**config.mk**
```make
export PLATFORM = sky130hd
export DESIGN_NAME = fir_delay_line
export DESIGN_NICKNAME = d
export VERILOG_FILES = /design/src/rtl/fir_delay_pkg.sv /design/src/rtl/delay_group.sv /design/src/rtl/fir_delay_line.sv
export SDC_FILE = /design/constraint.sdc
export NUM_CORES = 1
export LEC_CHECK = 0
export ABC_AREA = 1
export BUFFER_PORTS_ARGS = -buffer_cell sky130_fd_sc_hd__buf_2
export CORE_MARGIN = 4
export CORE_UTILIZATION = 45
export CTS_CLUSTER_SIZE = 40
export DETAILED_ROUTE_END_ITERATION = 10
export PLACE_DENSITY = 0.67
export SLEW_MARGIN = 10
export SYNTH_ARGS = -nofsm -noshare
export SYNTH_HDL_FRONTEND = slang
export SYNTH_SLANG_ARGS = --single-unit
```
**constraint.sdc**
```tcl
create_clock -name iClk12M -period 6 [get_ports iClk12M]
set_input_delay 0.9 -clock iClk12M [delete_from_list [all_inputs] [get_ports iClk12M]]
set_output_delay 0.9 -clock iClk12M [all_outputs]
set_load 0.03 [all_outputs]
```
**src/rtl/fir_delay_pkg.sv**
```systemverilog
// fir_delay_pkg: default geometry of the FIR tap line.
// Shared by the tap line top and its group slices.
package fir_delay_pkg;

  localparam int FIR_IN_W   = 3;
  localparam int FIR_TAPS   = 40;
  localparam int FIR_GROUPS = 4;

  // A one-tap line still needs a 1-bit counter port.
  function automatic int cntWidth(input int depth);
    return (depth > 1) ? $clog2(depth) : 1;
  endfunction

endpackage

```
**src/rtl/delay_group.sv**
```systemverilog
// delay_group: one equal-length slice of the FIR tap line.
// HEAD_IN makes the first tap the carry-in itself (group 0).
module delay_group #(
  parameter int WIDTH     = 3,
  parameter int GROUP_LEN = 10,
  parameter bit HEAD_IN   = 1'b0
) (
  input  logic                       clk,
  input  logic                       rst,
  input  logic                       flush,
  input  logic                       shift,
  input  logic [WIDTH-1:0]           carryIn,
  output logic [GROUP_LEN*WIDTH-1:0] tapBus,
  output logic [WIDTH-1:0]           carryOut
);

  localparam int OFS  = HEAD_IN ? 1 : 0;
  localparam int NREG = GROUP_LEN - OFS;

  if (NREG == 0) begin : g_pass
    logic unusedCtl;
    assign unusedCtl = ^{clk, rst, flush, shift};
    assign tapBus = carryIn;
  end else begin : g_chain
    logic [WIDTH-1:0] stage [NREG];

    always_ff @(posedge clk or posedge rst) begin
      if (rst) begin
        for (int i = 0; i < NREG; i++)
          stage[i] <= '0;
      end else if (flush) begin
        for (int i = 0; i < NREG; i++)
          stage[i] <= '0;
      end else if (shift) begin
        stage[0] <= carryIn;
        for (int i = 1; i < NREG; i++)
          stage[i] <= stage[i-1];
      end
    end

    for (genvar j = 0; j < GROUP_LEN; j++) begin : g_tap
      if (j < OFS) begin : g_head
        assign tapBus[j*WIDTH +: WIDTH] = carryIn;
      end else begin : g_reg
        assign tapBus[j*WIDTH +: WIDTH] = stage[j-OFS];
      end
    end
  end

  assign carryOut = tapBus[GROUP_LEN*WIDTH-1 -: WIDTH];

endmodule

```
**src/rtl/fir_delay_line.sv**
```systemverilog
// fir_delay_line: parametrised FIR tap line with flush,
// fill tracking and a registered shift-done strobe.
module fir_delay_line
  import fir_delay_pkg::*;
#(
  parameter int  WIDTH      = FIR_IN_W,
  parameter int  DEPTH      = FIR_TAPS,
  parameter int  NUM_GROUPS = FIR_GROUPS,
  localparam int GROUP_LEN  = DEPTH / NUM_GROUPS,
  localparam int CNT_W      = cntWidth(DEPTH)
) (
  input  logic                   iClk12M,
  input  logic                   iRst,
  input  logic                   iEnSample600k,
  input  logic                   iEnDelay,
  input  logic                   iFlush,
  input  logic [WIDTH-1:0]       iFirIn,
  output logic [DEPTH*WIDTH-1:0] oDelayBus,
  output logic [CNT_W-1:0]       oFillCnt,
  output logic                   oFull,
  output logic                   oShiftDone
);

  if (DEPTH % NUM_GROUPS != 0) begin : g_badCfg
    $error("DEPTH must be a multiple of NUM_GROUPS");
  end

  localparam logic [CNT_W-1:0] FILL_MAX = CNT_W'(DEPTH - 1);

  logic [WIDTH-1:0]              rTap0;
  logic                          rLoaded;
  logic [CNT_W-1:0]              rFillCnt;
  logic                          rShiftDone;
  logic [NUM_GROUPS:0][WIDTH-1:0] carry;
  logic [WIDTH-1:0]              unusedTail;

  // Fill only counts shifts once a real sample sits in tap 0.
  always_ff @(posedge iClk12M or posedge iRst) begin
    if (iRst) begin
      rTap0      <= '0;
      rLoaded    <= 1'b0;
      rFillCnt   <= '0;
      rShiftDone <= 1'b0;
    end else if (iFlush) begin
      rTap0      <= '0;
      rLoaded    <= 1'b0;
      rFillCnt   <= '0;
      rShiftDone <= 1'b0;
    end else begin
      if (iEnDelay) begin
        rTap0   <= iFirIn;
        rLoaded <= 1'b1;
      end
      if (iEnSample600k && rLoaded && rFillCnt != FILL_MAX)
        rFillCnt <= rFillCnt + CNT_W'(1);
      rShiftDone <= iEnSample600k;
    end
  end

  assign carry[0] = rTap0;

  for (genvar g = 0; g < NUM_GROUPS; g++) begin : g_group
    delay_group #(
      .WIDTH     (WIDTH),
      .GROUP_LEN (GROUP_LEN),
      .HEAD_IN   (g == 0)
    ) u_group (
      .clk      (iClk12M),
      .rst      (iRst),
      .flush    (iFlush),
      .shift    (iEnSample600k),
      .carryIn  (carry[g]),
      .tapBus   (oDelayBus[g*GROUP_LEN*WIDTH +: GROUP_LEN*WIDTH]),
      .carryOut (carry[g+1])
    );
  end

  assign unusedTail = carry[NUM_GROUPS];
  assign oFillCnt   = rFillCnt;
  assign oFull      = rLoaded & (rFillCnt == FILL_MAX);
  assign oShiftDone = rShiftDone;

endmodule

```
==> flow_metrics.py <==
metrics = {
    "sta": {
        "min_period_ns": 2.61,
        "setup_viol": 0,
        "finalSetupTns_ns": 0,
        "final.period_utilization": 0.435,
        "worstMarginPinSlew_ns": 0.953,
        "finalMaxSlewViolations": 0,
        "slew_headroom": 0.364,
        "hold_viol_final": 0,
        "fmax_mhz": 383,
        "rsz0062_at_grt": "no",
        "skew_ns": 0.00523,
    },
    "cells_and_area": {
        "final_cell_mix": "135 x buf_2, 128 x dfrtp_1, 124 x inv_1",
        "final_common_cell": "buf_2",
        "diodes": 0,
        "nets": 590,
        "drive_gt1_frac": 0.348,
        "postLayoutCoreUtil": 0.586,
        "area_growth_pct": 27.0,
    },
    "placement": {
        "globalplace.congestion": 0.810,
        "hpwl_mm": 7.46,
        "io_buffer_count": 135,
    },
    "clock_tree": {
        "cts.clk_slew.worst_paths_ns": 0.06,
        "post_cts_buffers": 0,
        "h-tree-depth": 4,
        "cts_resized": 0,
        "clkLatencyLatePin_ns": 0.50,
        "cts_root_buffer": "clkbuf_8",
        "cts_hold_buf": 0,
        "clockBufferDepth": 2,
        "cts_sinks": 128,
        "tritoncts": "built",
        "numCtsBuffers": 17,
    },
    "setup_path": {
        "slowest_delay_ns": 0.42,
        "criticalPathCategory": "reg2out",
        "path_cells": "ha_1, nand2_1, nor2_1, nand2_1, nor2_1, buf_2",
        "ff2ff_path_depth": 7,
        "start_kind": "flip-flop",
        "cp_top_family": "flip-flops",
        "critical_path_buf_inv_count": 1,
        "required_ns": 5.10,
        "path_depth": 6,
        "worstReg2RegStart": "oFillCnt[0]",
        "cpMaxStageDelayCell": "dfrtp_1",
        "worstPathArrival_ns": 1.71,
        "startpoint": "oFillCnt[1]",
        "worst-path-max-fanout": 5,
        "end_kind": "primary output",
    },
    "routing": {
        "wirelength_mm": 11.1,
        "drc": 0,
        "via_count": 3623,
        "via_per_inst": 4.94,
        "dr.pass1.iters": 4,
        "wire_per_inst_um": 15.1,
        "ant_nets": 0,
        "drtIter0Drc": 247,
    },
    "job": {
        "max_cap_violations": 0,
    },
    "synth": {
        "synth-seq-cells": 128,
        "ys_warn_count": 0,
        "yosys.cell_types.count": 23,
        "netlist_instances": 449,
        "avgSynthCellArea_um2": 11.1,
        "synth_fp_nets": 458,
        "seq_area_frac_synth": 0.641,
        "syn_area_mm2": 0.00500,
    },
    "global_routing": {
        "grt_pass1_wl_mm": 18.4,
        "first_global_vias": 3680,
        "grt_max_degree": 81,
        "grt_usage": 0.181,
        "overflow": 0,
        "antenna_found_initial": 0,
    },
    "floorplanning": {
        "ioPinCount": 136,
        "dieArea_mm2": 0.0129,
        "start_util": 0.461,
        "rows": 38,
        "die_x_um": 113,
        "die_h_um": 113,
        "core_mm2": 0.0108,
    },
    "min_path": {
        "hold_depth": 2,
        "hold_path_class": "reg2reg",
        "hp-start": "g_group[3].u_group.carryOut[1]",
    },
    "power": {
        "p_leak_nw": 3.15,
        "power_density_mw_per_mm2": 315,
        "ir_worst_vdd_v": 0.000185,
    },
    "run_status": {
        "outcome": "finished, final reports clean",
    },
}
==> flip-flops by register name, indices dropped and copies added (netlist names) <==
| register | flops |
|---|---|
| oShiftDone | 1 |
| rTap0 | 3 |
| rLoaded | 1 |
| g_group.u_group.carryOut | 12 |
| oFillCnt | 6 |
| g_group.u_group.tapBus | 105 |
==> tightest hold or removal path, delay by kind of cell (launching register included) <==
kind,cells,cell delay [ns]
and+or+nand+nor,1,0.08
DFF,1,0.35
AOI/OAI and AO/OA,1,0.07
==> metal layers <==
layer	routed length, um	vias up	track usage
met5	0	-	0
met4	142	0	0.0649
met3	574	8	0.0541
met2	5520	99	0.286
met1	4870	1774	0.239
li1	-	1742	-
==> final cells by class <==
type | instances | area (um^2)
repair buffers | 138 | 698
multi-input cells | 168 | 1170
inverters | 128 | 485
flip-flops and latches | 128 | 3200
fillers | 954 | 4490
clock inverters | 13 | 186
clock buffers | 19 | 432
well taps | 140 | 175
==> through the flow <==
step | std cells | hold slack (ns) | total power [mW] | area, um^2 | setup slack (ns)
2_1_floorplan | 449 | 0.510 | 0.945 | 5000 | 1.69
6_report | 734 | 0.535 | 2.00 | 6350 | 3.39
3_3_place_gp | 702 | 0.521 | 0.959 | 5730 | 3.33
5_1_grt | 734 | 0.571 | 2.08 | 6350 | 3.21
3_5_place_dp | 702 | 0.524 | 0.960 | 5730 | 3.28
4_1_cts | 734 | 0.539 | 2.02 | 6350 | 3.36
==> synth_stat cells <==
cell        n  share of area
o21ai_1     5         0.0050
nor2_1      8         0.0060
a21oi_1     1         0.0010
nand2_1    17          0.013
o21ai_0     2         0.0020
o21bai_1    1         0.0015
nand3_1    12          0.012
inv_2       3         0.0023
buf_2      13          0.013
xor2_1      1         0.0018
a21oi_2     1         0.0018
nor3b_1     1         0.0015
buf_4       5         0.0075
buf_6       3         0.0068
nand2_2     1         0.0013
o22ai_1    84           0.11
clkbuf_1    4         0.0030
nand4_1     1         0.0013
o22ai_2    30          0.075
ha_1        1         0.0025
nor2_2      2         0.0025
inv_1     125          0.094
dfrtp_1   128           0.64
==> cells by family after synthesis <==
logic type      share of synthesized area
xor+xnor                          0.00175
compound gates                      0.191
flops                               0.641
simple gates                       0.0373
fa+ha+maj                         0.00250
buf+inv                             0.126
==> path summary, 6_finish.rpt <==
check | to | slack [ns]
min in group asynchronous | g_group[1].u_group.tapBus[26] | 0.60
worst max register to register | oFillCnt[3] | 4.56
worst min register to register | g_group[3].u_group.carryOut[1] | 0.53
worst max-delay path | oFull | 3.39
max in group asynchronous | g_group[1].u_group.tapBus[23] | 4.20
worst min-delay path | g_group[3].u_group.carryOut[1] | 0.53
==> power breakdown <==
group	switching [mW]	total [mW]	internal, mW
Combinational	0.0606	0.0736	0.0130
Sequential	0.00258	0.870	0.867
Clock	0.369	1.05	0.686
(Power assumes the default switching activity.)
